`config.mk`:
```
export PLATFORM = sky130hd
export DESIGN_NAME = logic_result_checker_8_bits
export DESIGN_NICKNAME = d
export VERILOG_FILES = /design/src/rtl/logic_result_checker_8_bits.sv
export SDC_FILE = /design/constraint.sdc
export NUM_CORES = 1
export LEC_CHECK = 0
export BUFFER_PORTS_ARGS = -buffer_cell sky130_fd_sc_hd__clkbuf_2
export CAP_MARGIN = 20
export CORE_UTILIZATION = 55
export DETAILED_ROUTE_END_ITERATION = 6
export MAX_ROUTING_LAYER = met4
export PLACE_DENSITY_LB_ADDON = 0.3
export SYNTH_ARGS = -nofsm -noshare
export SYNTH_HDL_FRONTEND = slang
export SYNTH_SLANG_ARGS = --single-unit
```
`constraint.sdc`:
```
create_clock -name clk -period 3.4 [get_ports clk]
set_clock_uncertainty 0.2 [all_clocks]
set_input_delay 0.17 -clock clk [delete_from_list [all_inputs] [get_ports clk]]
set_output_delay 0.17 -clock clk [all_outputs]
set_load 0.01 [all_outputs]
```
`src/rtl/logic_result_checker_8_bits.sv`:
```
// Result checker: accepts (result, expected) pairs over valid/ready, compares them
// bit-exactly and tallies a run of NUM_SCENARIOS transfers with first-failure capture.
module logic_result_checker_8_bits #(
    parameter int WIDTH         = 8,
    parameter int NUM_SCENARIOS = 4,
    parameter int CNT_W         = 8
) (
    input  logic             clk,
    input  logic             reset,
    input  logic             start,
    input  logic             in_valid,
    output logic             in_ready,
    input  logic [WIDTH-1:0] in_result,
    input  logic [WIDTH-1:0] in_expected,
    output logic             busy,
    output logic             done,
    output logic             pass,
    output logic             mismatch,
    output logic [WIDTH-1:0] mismatch_bits,
    output logic [CNT_W-1:0] scenario_count,
    output logic [CNT_W-1:0] fail_count,
    output logic [CNT_W-1:0] first_fail_index,
    output logic [WIDTH-1:0] first_fail_result,
    output logic [WIDTH-1:0] first_fail_expected
);

    // Handshake: a pair transfers on a rising edge where in_valid and in_ready are
    // both high; in_ready depends only on state, so the producer may hold valid freely.
    typedef enum logic [1:0] {S_IDLE, S_RUN, S_DONE} state_t;

    // Run length is tracked separately so runs longer than the CNT_W counters still end.
    localparam int RUN_W = (NUM_SCENARIOS < 2) ? 1 : $clog2(NUM_SCENARIOS + 1);

    state_t           state, state_next;
    logic [RUN_W-1:0] run_cnt;
    logic             accept;
    logic             is_fail;
    logic             last_accept;
    logic             start_run;
    logic [CNT_W-1:0] fail_count_next;

    assign in_ready    = (state == S_RUN);
    assign busy        = (state == S_RUN);
    assign done        = (state == S_DONE);
    assign accept      = in_valid & in_ready;
    assign is_fail     = (in_result != in_expected);
    assign last_accept = accept && (run_cnt == RUN_W'(NUM_SCENARIOS - 1));
    assign start_run   = start && (state != S_RUN);

    always_comb begin
        fail_count_next = fail_count;
        if (accept && is_fail && (fail_count != {CNT_W{1'b1}}))
            fail_count_next = fail_count + 1'b1;
    end

    always_comb begin
        state_next = state;
        case (state)
            S_IDLE:  if (start) state_next = S_RUN;
            S_RUN:   if (last_accept) state_next = S_DONE;
            S_DONE:  if (start) state_next = S_RUN;
            default: state_next = S_IDLE;
        endcase
    end

    always_ff @(posedge clk) begin
        if (reset) begin
            state               <= S_IDLE;
            run_cnt             <= '0;
            pass                <= 1'b0;
            mismatch            <= 1'b0;
            mismatch_bits       <= '0;
            scenario_count      <= '0;
            fail_count          <= '0;
            first_fail_index    <= '0;
            first_fail_result   <= '0;
            first_fail_expected <= '0;
        end else begin
            state    <= state_next;
            mismatch <= 1'b0;
            if (start_run) begin
                run_cnt             <= '0;
                pass                <= 1'b0;
                mismatch_bits       <= '0;
                scenario_count      <= '0;
                fail_count          <= '0;
                first_fail_index    <= '0;
                first_fail_result   <= '0;
                first_fail_expected <= '0;
            end else if (accept) begin
                run_cnt        <= run_cnt + 1'b1;
                scenario_count <= scenario_count + 1'b1;
                mismatch_bits  <= in_result ^ in_expected;
                fail_count     <= fail_count_next;
                if (is_fail) begin
                    mismatch <= 1'b1;
                    if (first_fail_index == '0) begin
                        first_fail_index    <= scenario_count + 1'b1;
                        first_fail_result   <= in_result;
                        first_fail_expected <= in_expected;
                    end
                end
                // pass reflects the final transfer too, hence the next-value compare
                if (last_accept)
                    pass <= (fail_count_next == '0);
            end
        end
    end

endmodule

```
Yosys cells after proc, flatten, opt, wreduce, memory -nomap -nowiden
Index checks and enable logic that the tools add are counted.
Widths: inputs -> output; s select.
{ "word_totals": {"ff_bits": 55, "wordCells": 42, "in_bits": 20} }
{ "op_classes": {"bitwise": 3, "n_reduce_logical": 13, "addsub": 3, "eq_ne": 8, "mux": 5} }
{ "op_table": {"columns": ["operator", "n"], "rows": [
  ["$add 8x1->8 const B", 2],
  ["$logic_not 8->1", 2],
  ["$mux 8", 1],
  ["$ne 8x8->1", 1],
  ["$ne 8x8->1 const B", 1],
  ["$xor 8x8->8", 1],
  ["$ne 2x1->1 const B", 3],
  ["$logic_and 1x1->1", 4],
  ["$mux 2", 2],
  ["$pmux 2 s2", 1],
  ["$reduce_and 2->1", 2],
  ["$reduce_or 2->1", 2],
  ["$add 3x1->3 const B", 1],
  ["$eq 3x2->1 const B", 1],
  ["$reduce_and 3->1", 1],
  ["$reduce_or 3->1", 1],
  ["$eq 2x1->1 const B", 1],
  ["$eq 2x2->1 const B", 1],
  ["$logic_not 2->1", 1],
  ["$and 1x1->1", 1],
  ["$mux 1", 1],
  ["$not 1->1", 1]
]} }

Logic depth before layout (Yosys ltp)
Gate-level depths: netlist of the first run.
{ "logic_depth": {"depth_word": 6, "depth_mapped": 10, "mapped_depth_nobuf": 7} }

Least setup slack after synthesis of the first run
Ideal clock, no wire load.
{ "synth_timing": {"path_kind": "register to register", "from": "register state[1]", "to": "register first_fail_expected[4]", "stages_incl_launch_ff": 11, "arrival_time_ns": 1.571, "setup_time_ns": 0.128, "n_path_buf": 3, "required_time_ns": 3.072, "setup_slack_ns": 1.501, "path_cell_list": "dfxtp_1 -> nand2b_2 -> inv_2 -> and2_1 -> buf_6 -> o21a_4 -> and3_4 -> buf_6 -> buf_12 -> mux2i_1 -> nor2_1"} }
{ "synth_between": {"elab_chain_cells": 3, "elab_cells_between_ends": 6} }
{ "synth_lines": {"columns": ["element", "line", "text"], "rows": [
  ["start, declared", "34", "state_t state, state_next;"],
  ["start signal, assigned", "79", "state <= state_next;"],
  ["$eq 2x1->1", null, null],
  ["named net busy", "15", "output logic busy,"],
  ["$and 1x1->1", "45", "assign accept = in_valid & in_ready;"],
  ["$reduce_and 3->1 (no source line)", null, null],
  ["end signal, assigned", "100", "first_fail_expected <= in_expected;"],
  ["end, declared", "24", "output logic [WIDTH-1:0] first_fail_expected"]
]} }
The timed path passes the listed nets, and every way through them passes these cells.
A chain may end at the register's enable or synchronous reset.

Final worst setup path of the first run
{ "layout_timing": {"from": "input in_expected[6]", "to": "register pass"} }
{ "layout_between": {"elab_chain_cells": 5} }
{ "layout_lines": {"columns": ["element", "line", "text"], "rows": [
  ["start, declared", "14", "input logic [WIDTH-1:0] in_expected,"],
  ["$ne 8x8->1", "46", "assign is_fail = (in_result != in_expected);"],
  ["$logic_and 1x1->1 (2 in series)", "52", "if (accept && is_fail && (fail_count != {CNT_W{1'b1}}))"],
  ["$mux 8", "52", null],
  ["$logic_not 8->1", "105", "pass <= (fail_count_next == '0);"],
  ["end signal, assigned", "105", null],
  ["end, declared", "17", "output logic pass,"]
]} }
Every way passes these cells.

==> out/qor.yml, run 1 <==
status:
  status: "finished clean"
critical_path:
  worstReg2RegEnd: "first_fail_expected[6]$_SDFFE_PP0P_"
  data_required_critical_path_ps: 3420
  cp_data_arrival_time_ps: 2310
  worst_setup_path_endpoint: "pass$_SDFFE_PP0P_"
  critical_path_class: "primary input to flip-flop"
  path_max_fanout: 10
  r2r_slack_ps: 1160
  worst-r2r-cell-count: 8
  crit_start: "in_expected[6]"
  r2r-start: "state[0]$_SDFFE_PP0P_"
  critical_path.startpoint_type: "primary input"
  endpoint_kind: "flip-flop"
finish:
  layout.filler_cells: 320
  final_layout_size_suffix_gt1_share_pct: 25.2
  final_design_area_no_fill_um2: 3070
  antenna_cells_inserted: 0
  final_net_count: 380
  layout.core_utilization_pct: 74.0
  flow.area_growth_from_synthesis_pct: 24.8
synth:
  ys_types: 41
  number_of_flops_mapped_to_enable_cells_by_yosys: 0
  yosysSeqAreaShare_pct: 44.8
  synth_largest_type_area_fraction_pct: 44.8
  syn-num-nets: 297
  synthCells: 273
  synthDominantAreaCellType: "dfxtp_1"
  synthesis.yosys.warnings: 0
  async_set_reset_flop_share_out_of_synthesis_pct: 0
  yosysMostFrequentCell: "dfxtp_1"
  synth_commonest_cells: "55 x dfxtp_1, 52 x nor2_1, 21 x mux2i_1, 19 x a21oi_1, 16 x xnor2_1"
  ys.flop_type: "dfxtp_1"
  ys_seq_elements: 55
  synth.cell_area_um2: 2460
  post_synth.cell_area_avg_um2: 9.01
  top_post_synthesis_cells_by_area: "dfxtp_1 45%, mux2i_1 8.5%, nor2_1 7.9%"
floorplan:
  chipWidth_um: 68.9
  chipHeight_um: 68.9
  core_um2: 4140
  rows: 23
  io-pin-count: 73
  dieArea_um2: 4740
  initial_core_utilization_pct: 59.3
drt:
  routedWlPerCell_um: 13.8
  dr.first_iter.drc_count: 145
  drt_pass1_iterations: 4
  via_count: 2175
  drcViolationCount: 0
  avgViaCountPerCell: 5.34
  detail_route.wirelength_mm: 5.62
  drtAntennaViolNets: 0
timing:
  grt_setup_unrepaired: "no"
  tightest_slew_ps: 577
  timing.final.crit_period_ps: 2290
  drv_slew: 0
  final_min_period_over_clock_period_pct: 67.4
  fin_tns_setup_ps: 0
  finalHoldViolations: 0
  report.final.setup_viol: 0
  clock.fmax_ghz: 0.436
  slew_headroom_pct: 61.5
power_and_ir_drop:
  power.leakage_uw: 0.00125
  ir_worst_vdd_mv: 0.261
  powerDensity_nw_per_um2: 381
  report.power.total_uw: 1170
cts:
  cts_hold_repair.buffers: 19
  tritoncts: "done"
  cts-resized-gates: 0
  clock-sinks: 55
  cts.htree.levels: 2
  cts_setup_buffers: 0
  worst_setup_hold_path_clk_slew_ps: 100
  cts_buf_count: 5
  max-clock-path-buffers: 2
  ctsRootBufferMaster: "clkbuf_8"
  clkLatencyLatePin_ps: 310
global_routing:
  antenna_found_initial: 0
  grt-ovfl-total: 0
  maximum_number_of_pins_on_one_net_before_global_route_repair: 36
  number_of_global_route_vias_before_repair: 2037
  grt_pass1_wl_mm: 9.07
  track_usage_pct: 26.5
job:
  maxCapViolations: 0
hold_path:
  hold_class: "primary input to flip-flop"
placement:
  io_port_bufs: 72
  finalWeightedCongestion: 0.817
  dp.final_hpwl_mm: 3.76
  placement_cell_area_um2: 2790
[through the flow]
step | hold slack [ps] | instances | setup slack (ps)
final | 81.9 | 407 | 1110
after floorplan | 39.1 | 273 | 1500
after global placement | 200 | 380 | 1260
after detailed placement | 201 | 380 | 1180
after global routing | 130 | 407 | 957
after CTS | 65.1 | 407 | 1140
[cell families after synthesis]
| kind of cell | after synthesis | share of synthesized area (%) |
|---|---|---|
| AND/OR/NAND/NOR | 103 | 19.7 |
| flip-flops | 55 | 44.8 |
| AO/OA/AOI/OAI | 45 | 11.6 |
| XOR/XNOR | 23 | 8.19 |
| buffers and inverters | 22 | 5.14 |
| multiplexers | 21 | 8.55 |
| adder cells (fa/ha/maj) | 4 | 2.04 |
[registers in the layout, summed over array words and instances (netlist names)]
| name | flops |
|---|---|
| fail_count | 8 |
| first_fail_expected | 8 |
| first_fail_index | 8 |
| first_fail_result | 8 |
| mismatch | 1 |
| mismatch_bits | 8 |
| pass | 1 |
| run_cnt | 3 |
| scenario_count | 8 |
| state | 2 |
[layout by cell type (no fill, tap or decap), types with 2 or more instances in the layout]
cell / n
clkbuf_2: 72
dfxtp_1: 55
nor2_1: 52
mux2i_1: 21
a21oi_1: 19
dlygate4sd3_1: 19
xnor2_1: 16
nand2_1: 15
a211oi_1: 11
nand3_1: 8
xor2_1: 7
o21ai_0: 7
nor3_1: 6
clkbuf_8: 5
inv_1: 4
nand4_1: 4
ha_1: 4
or3_1: 3
nor2b_1: 2
nand2b_1: 2
nor4_1: 2
clkinvlp_4: 2
buf_4: 2
[worst min path at each step]
stage                   from               endpoint  slack [ps]  depth (start not counted)
CTS                 in_valid  state[0]$_SDFFE_PP0P_          70                          4
finish              in_valid  state[0]$_SDFFE_PP0P_          80                          4
floorplan              reset  state[1]$_SDFFE_PP0P_          40                          1
detailed placement     reset  state[1]$_SDFFE_PP0P_         200                          2
global route        in_valid  state[0]$_SDFFE_PP0P_         130                          4
global placement       reset  state[1]$_SDFFE_PP0P_         200                          2
[power breakdown]
group          internal (uW)  leakage [uW]  switching (uW)
logic                   60.7      0.000766            76.2
clock network            144     0.0000402             219
registers                658      0.000445            9.88
[cell type report]
type	instances	area (um^2)	share of cell area (%)
multi-input combinational	196	1230	40.1
sequential	55	1100	35.9
timing repair buffer	93	566	18.4
clock buffer	5	68.8	2.24
tap	50	62.6	2.04
clock inverter	3	20.0	0.653
inverter	5	18.8	0.612
[per-layer routing]
metal / global-route usage [%] / vias to the layer above / part of all wire (%)
met1: 30.7 / 990 / 43
li1: - / 1101 / -
met5: - / - / 0
met2: 44.3 / 70 / 51
met4: 11.0 / 0 / 2.4
met3: 5.59 / 14 / 4.1
[worst max-delay path, stage by stage]
cell           delay, ps
dlygate4sd3_1        530
clkbuf_2             130
xnor2_1              300
nand4_2              220
o21ai_2              450
nor2_2               110
mux2i_1              150
o31ai_1              240
(Power assumes the default switching activity.)
==> run 2: changes to the inputs <==
--- a/config.mk
+++ b/config.mk
@@ -5,9 +5,10 @@
 export SDC_FILE = /design/constraint.sdc
 export NUM_CORES = 1
 export LEC_CHECK = 0
+export ABC_AREA = 1
 export BUFFER_PORTS_ARGS = -buffer_cell sky130_fd_sc_hd__clkbuf_2
 export CAP_MARGIN = 20
-export CORE_UTILIZATION = 55
+export CORE_UTILIZATION = 46
 export DETAILED_ROUTE_END_ITERATION = 6
 export MAX_ROUTING_LAYER = met4
 export PLACE_DENSITY_LB_ADDON = 0.3
==> constraint.sdc (replaced) <==
create_clock -name clk -period 2.06 [get_ports clk]
set_clock_uncertainty 0.2 [all_clocks]
set_input_delay 0.103 -clock clk [delete_from_list [all_inputs] [get_ports clk]]
set_output_delay 0.103 -clock clk [all_outputs]
set_load 0.01 [all_outputs]
==> run 2 against run 1 <==
Count of clock-buffer cells in the layout stayed put. Via count is 10% higher. Register-to-register slack worse by 1000 ps. Flip-flop and latch count stayed put. Core utilization is 12 points lower. Power is 73% higher.
==> out/qor.yml, run 2 <==
critical_path:
  worstPathCellList: "dlygate4sd3_1 > clkbuf_2 > inv_2 > nand2_1 > nand2_1 > nand2_2 > nor2_4 > nand2_4 > nand2_2 > inv_1 > nand2_1 > inv_2 > buf_12 > o21ai_0 > a21oi_1"
  path_buf_inv: 6  # +4
  worst_path_dominant_cell_family: "buffers and inverters"
  critical_path_class: "primary input to flip-flop"
  data_required_critical_path_ps: 2070  # -1350 ps
  cp_data_arrival_time_ps: 1910  # -400 ps
  endpoint_kind: "flip-flop"
  path_max_fanout: 40  # +30
  crit_path_top_delay_cell: "dlygate4sd3_1"
  path_common_cell: "nand2_1"
  critical_path.startpoint_type: "primary input"
  critical_path.max_stage_delay_ps: 550  # +20 ps
cts:
  cts_buf_count: 5  # unchanged
  clock-sinks: 55  # unchanged
  max-clock-path-buffers: 2  # unchanged
  cts_setup_buffers: 0  # unchanged
  tritoncts: "done"
  worst_setup_hold_path_clk_slew_ps: 100  # about the same
  clkLatencyLatePin_ps: 310  # about the same
  cts.htree.levels: 2  # unchanged
  ctsRootBufferMaster: "clkbuf_8"
global_routing:
  antenna_found_initial: 0  # unchanged
  grt_pass1_wl_mm: 8.82  # -2.8%
  maximum_number_of_pins_on_one_net_before_global_route_repair: 41  # +14%
  grt-ovfl-total: 0  # unchanged
  number_of_global_route_vias_before_repair: 2110  # +3.6%
  track_usage_pct: 20.8  # -5.7 points
drt:
  drtAntennaViolNets: 0  # unchanged
  avgViaCountPerCell: 4.85  # -9.3%
  drcViolationCount: 0  # unchanged
  detail_route.wirelength_mm: 5.59  # -0.61%
  via_count: 2400  # +10%
  drt_pass1_iterations: 4  # unchanged
  dr.first_iter.drc_count: 106  # -27%
  routedWlPerCell_um: 11.3  # -18%
finish:
  seqCellArea_um2: 1100  # +0.11%
  most-common-layout-cells: "72 x clkbuf_2, 67 x nand2_1, 54 x dfxtp_1"
  antenna_cells_inserted: 0  # unchanged
  flow.area_growth_from_synthesis_pct: 28.1
  final_design_area_no_fill_um2: 3190  # +3.8%
  final_layout_size_suffix_gt1_share_pct: 25.4  # +0.20 points
  finish.cell_count_without_fillers: 495  # +22%
  layout.filler_cells: 488  # +53%
  final_common_cell: "clkbuf_2"
  final_net_count: 448  # +18%
  total_area_of_multi_input_combinational_cells_um2: 1100  # -11%
floorplan:
  core_um2: 5140  # +24%
  initial_core_utilization_pct: 48.4  # -11 points
  io-pin-count: 73  # unchanged
  chipWidth_um: 75.5  # +9.7%
  chipHeight_um: 75.5  # +9.7%
  rows: 26  # +13%
  dieArea_um2: 5700  # +20%
synth:
  synth_largest_type_area_fraction_pct: 44.3  # -0.50 points
  synthesis.yosys.warnings: 0  # unchanged
  proportion_of_synthesized_area_in_mux_cells_pct: 0  # -8.5 points
  synthDominantAreaCellType: "dfxtp_1"
  synth-compound-area-share_pct: 17.3  # +5.7 points
  syn-num-nets: 359  # +21%
  ys_seq_elements: 55  # unchanged
  synth_xor_area_share_pct: 3.52  # -4.7 points
  yosysMostFrequentCell: "nand2_1"
  number_of_flops_mapped_to_enable_cells_by_yosys: 0  # unchanged
  synthCells: 335  # +23%
  synth.cell_area_um2: 2490  # +1.1%
  synth_commonest_cells: "68 x nand2_1, 55 x dfxtp_1, 44 x inv_1, 40 x a21oi_1, 25 x o21ai_0"
  top_post_synthesis_cells_by_area: "dfxtp_1 44%, nand2_1 10%, a21oi_1 8.1%"
  dominant_combinational_cell_family_by_area_after_synthesis: "simple AND/OR/NAND/NOR gates"
  ys_types: 29  # -29%
  post_synth.cell_area_avg_um2: 7.42  # -18%
  post_synth_fa_ha_maj_area_fraction_pct: 2.01  # -0.023 points
  yosysSeqAreaShare_pct: 44.3  # -0.50 points
  async_set_reset_flop_share_out_of_synthesis_pct: 0  # unchanged
  ys.flop_type: "dfxtp_1"
  post_synth_and_or_nand_nor_area_fraction_pct: 21.3  # +1.6 points
placement:
  io_port_bufs: 72  # unchanged
  dp.final_hpwl_mm: 3.94  # +4.7%
  placement_cell_area_um2: 2900  # +4.0%
  cells_after_dpl: 468  # +23%
  pre_cts_setup_slack_ps: 197  # -982 ps
  finalWeightedCongestion: 0.896  # +9.7%
timing:
  final_min_period_over_clock_period_pct: 92.2
  tightest_slew_ps: 666  # +89.1 ps
  clock.fmax_ghz: 0.526
  timing.final.crit_period_ps: 1900
  drv_slew: 0  # unchanged
  final.setup.worst_slack_ps: 160  # -948 ps
  report.final.setup_viol: 0  # unchanged
  finalHoldViolations: 0  # unchanged
  slew_headroom_pct: 55.5  # -6.0 points
status:
  status: "finished clean"
power_and_ir_drop:
  powerDensity_nw_per_um2: 634  # +67%
  power.leakage_uw: 0.00156  # +25%
  ir_worst_vdd_mv: 0.396  # +52%
hold_path:
  hold_class: "primary input to flip-flop"
job:
  maxCapViolations: 0  # unchanged
==> run 2: worst min-delay path: stages <==
cell and delay [ps]:
clkbuf_2 100, nand2_4 60, clkinv_4 100, nand2_2 70
nor2_1 70
==> run 2: area by class of cell <==
cell class	count	share of cell area, %
clock buffers	5	2.16
clock inverters	3	0.707
inverters	53	6.40
multi-input cells	213	34.5
flip-flops and latches	55	34.6
well taps	70	2.75
repair buffers	96	18.9
==> run 2: cells by family after synthesis <==
family / count (synthesis)
buffers and inverters: 67
and+or+nand+nor: 118
AOI/OAI and AO/OA: 81
xor gates and xnor gates: 10
adders and majority gates: 4
DFF: 55
==> run 2: power by group <==
part           total, uW  switching [uW]  internal, uW
logic                284             167           117
clock network        609             362           247
registers           1130            25.7          1100
==> run 2: repair_timing <==
item | 4_1_cts | 5_1_grt
endpoints found under the hold margin | 27 | 0
hold buffers | 19 | 0
resized for setup | 0 | 7
endpoints found under the setup margin | 0 | 7
==> run 2: path summary, 6_finish.rpt <==
| check | from | end | slack [ps] | cells after the start |
|---|---|---|---|---|
| worst min-delay path | in_valid | mismatch$_SDFF_PP0_ | 30 | 5 |
| worst min register to register | first_fail_index[7]$_SDFFE_PP0P_ | first_fail_index[7]$_SDFFE_PP0P_ | 280 | 2 |
| worst max register to register | fail_count[1]$_SDFFE_PP0P_ | pass$_SDFFE_PP0P_ | 160 | 11 |
| worst max-delay path | in_result[5] | first_fail_expected[0]$_SDFFE_PP0P_ | 160 | 15 |
==> run 2: layer usage <==
metal / vias to the layer above / part of all wire, % / track usage, %
met5: - / 0 / -
met4: 0 / 0.91 / 6.38
met3: 7 / 5.0 / 4.76
met2: 65 / 48 / 35.5
met1: 1087 / 46 / 24.4
li1: 1241 / - / -
==> run 2: through the flow <==
stage | TNS (ps) | hold WS, ps | utilization [%] | total power [uW]
after floorplan | 0 | -27.9 | - | 1310
after global placement | 0 | 136 | 56.4 | 1400
after detailed placement | 0 | 138 | 56.4 | 1410
after CTS | 0 | 53.6 | 61.9 | 2040
after global routing | -12.9 | 81.8 | 62.0 | 2120
final | 0 | 31.9 | 62.0 | 2020
==> run 3: changes to the inputs <==
--- a/config.mk
+++ b/config.mk
@@ -10,6 +10,7 @@
 export CAP_MARGIN = 20
 export CORE_UTILIZATION = 46
 export DETAILED_ROUTE_END_ITERATION = 6
+export GPL_TIMING_DRIVEN = 0
 export MAX_ROUTING_LAYER = met4
 export PLACE_DENSITY_LB_ADDON = 0.3
 export SYNTH_ARGS = -nofsm -noshare
==> constraint.sdc (replaced) <==
create_clock -name clk -period 1.7 [get_ports clk]
set_clock_uncertainty 0.2 [all_clocks]
set_input_delay 0.085 -clock clk [delete_from_list [all_inputs] [get_ports clk]]
set_output_delay 0.085 -clock clk [all_outputs]
set_load 0.01 [all_outputs]
==> run 3 against run 2 <==
The flow now finishes with violations (negative setup slack). Combinational power is 52% higher. Clock power is 47% higher. Core utilization is 7.2 points higher. Cell area is 12% higher. Cell count is 5.5% higher. Power is 33% higher. Worst setup slack worse by 220 ps. Flip-flop and latch count stayed put.
==> out/qor.yml, run 3 (synthesized netlist as in run 2, its figures left out) <==
job:
  maxCapViolations: 0  # unchanged
drt:
  drcViolationCount: 0  # unchanged
  detail_route.wirelength_mm: 6.42  # +15%
  drtAntennaViolNets: 0  # unchanged
  via_count: 2540  # +5.8%
  avgViaCountPerCell: 4.87  # +0.36%
  dr.first_iter.drc_count: 124  # +17%
  drt_pass1_iterations: 6  # +2
  routedWlPerCell_um: 12.3  # +9.1%
critical_path:
  critical_path_class: "flip-flop to flip-flop"
  r2r-start: "fail_count[1]$_SDFFE_PP0P_"
  crit_start: "fail_count[1]$_SDFFE_PP0P_"
  r2r_slack_ps: -60  # -220 ps
  critical_path.startpoint_type: "flip-flop"
  cp_data_arrival_time_ps: 1800  # -110 ps
  path_max_fanout: 6  # -85%
  data_required_critical_path_ps: 1750  # -320 ps
  worstPathCellList: "ha_4 > nand2_4 > nor2_4 > nand2_4 > nand2_2 > inv_2 > nand4_1 > nand2_1 > inv_2 > nand3_2 > nor2_1 > nand2_1 > a21oi_2"
  critical_path.max_stage_delay_ps: 390  # -160 ps
  crit_path_top_delay_cell: "dfxtp_2"
  endpoint_kind: "flip-flop"
  worstReg2RegEnd: "pass$_SDFFE_PP0P_"
  worst-r2r-cell-count: 13  # +2
power_and_ir_drop:
  pwr-share-clk_pct: 33.2  # +3.1 points
  powerDensity_nw_per_um2: 757  # +19%
  power.share.switching_pct: 26.7  # -0.79 points
  p_switching_uw: 718  # +29%
  intPower_uw: 1970  # +35%
  ir_worst_vdd_mv: 0.439  # +11%
  power.combinational.fraction_pct: 16.0  # +1.9 points
  power.leakage_uw: 0.00175  # +12%
  seq_power_share_pct: 50.8  # -5.0 points
global_routing:
  grt-ovfl-total: 0  # unchanged
  grt_pass1_wl_mm: 9.96  # +13%
  number_of_global_route_vias_before_repair: 2303  # +9.1%
  antenna_found_initial: 0  # unchanged
  track_usage_pct: 23.6  # +2.8 points
  maximum_number_of_pins_on_one_net_before_global_route_repair: 19  # -54%
cts:
  tritoncts: "done"
  cts.htree.levels: 2  # unchanged
  cts_buf_count: 5  # unchanged
  worst_setup_hold_path_clk_slew_ps: 100  # about the same
  clkLatencyLatePin_ps: 310  # about the same
  max-clock-path-buffers: 2  # unchanged
  ctsRootBufferMaster: "clkbuf_8"
  clock-sinks: 55  # unchanged
timing:
  final_min_period_over_clock_period_pct: 103
  grt_setup_unrepaired: "yes"
  finalHoldViolations: 0  # unchanged
  tightest_slew_ps: 413  # -253 ps
  drv_slew: 0  # unchanged
  clock.fmax_ghz: 0.569
  final.setup.worst_slack_ps: -58.6  # -219 ps
  timing.final.crit_period_ps: 1760
  fin_tns_setup_ps: -58.6  # -58.6 ps
  slew_headroom_pct: 72.4  # +17 points
  report.final.setup_viol: 1  # +1
hold_path:
  timing.hold.worst_endpoint: "mismatch$_SDFF_PP0_"
  hold_class: "primary input to flip-flop"
  hold_start: "in_expected[0]"
  min_delay_path_depth: 8  # +3
placement:
  dp.final_hpwl_mm: 4.18  # +6.1%
  pre_cts_setup_slack_ps: -143  # -340 ps
  finalWeightedCongestion: 0.825  # -7.9%
  io_port_bufs: 72  # unchanged
floorplan:
  io-pin-count: 73  # unchanged
  rows: 26  # unchanged
  chipHeight_um: 75.5  # unchanged
  initial_core_utilization_pct: 48.4  # unchanged
  core_um2: 5140  # unchanged
  chipWidth_um: 75.5  # unchanged
  dieArea_um2: 5700  # unchanged
finish:
  final_common_cell: "clkbuf_2"
  final_net_count: 475  # +6.0%
  antenna_cells_inserted: 0  # unchanged
  final_layout_size_suffix_gt1_share_pct: 32.3  # +6.9 points
  flow.area_growth_from_synthesis_pct: 43.0
  most-common-layout-cells: "75 x clkbuf_2, 65 x nand2_1, 46 x dfxtp_1"
status:
  status: "complete, but fails checks"
  violations: "negative setup slack"
run 3: final cells by class:
type / instances / area [um^2]
Inverter: 53 / 211
Sequential cell: 55 / 1120
Clock buffer: 5 / 68.8
Tap cell: 70 / 87.6
Buffer: 14 / 109
Fill cell: 441 / 1590
Timing Repair Buffer: 108 / 717
Clock inverter: 3 / 45.0
Multi-Input combinational cell: 214 / 1200
run 3: power by group through the flow:
stage,Clock (uW),Combinational (uW),Sequential (uW)
6_report,894,432,1370
5_1_grt,952,477,1370
4_1_cts,909,386,1370
3_5_place_dp,0,327,1390
3_3_place_gp,0,322,1390
2_1_floorplan,0,184,1410
run 3: how the worst max path moves through the flow:
stage                              endpoint
final                     pass$_SDFFE_PP0P_
after global routing      pass$_SDFFE_PP0P_
after CTS                 pass$_SDFFE_PP0P_
after detailed placement  pass$_SDFFE_PP0P_
after global placement    pass$_SDFFE_PP0P_
after floorplan           pass$_SDFFE_PP0P_
run 3: worst max-delay path, delay by kind of cell, from the launching register on:
family | cells | cell delay (ps)
simple gates | 9 | 740
flops | 1 | 390
fa+ha+maj | 1 | 160
buf+inv | 2 | 100
compound gates | 1 | 100
run 3: stage by stage:
step                      std cells  hold WS [ps]  util, %  total power (uW)  area (um^2)
final                           522           267     69.2              2690         3550
after global routing            522           293     69.2              2800         3550
after CTS                       513           238     65.6              2660         3370
after detailed placement        477           119     57.4              1720         2950
after global placement          477           120     57.4              1720         2950
after floorplan                 335         -45.9        -              1590         2500
run 3: routing by layer:
layer / track usage [%] / vias up / part of all wire, %
met2: 39.9 / 64 / 48
met3: 5.69 / 5 / 4.8
li1: - / 1306 / -
met4: 4.94 / 0 / 0.75
met1: 28.8 / 1165 / 46
met5: - / - / 0
run 3: timing repair:
action	4_1_cts	5_1_grt
endpoints found under the hold margin	31	0
hold buffers	27	0
buffers inserted	0	6
gates resized for setup	8	38
pin swaps	3	4
cloned	1	3
setup endpoints to repair	31	47
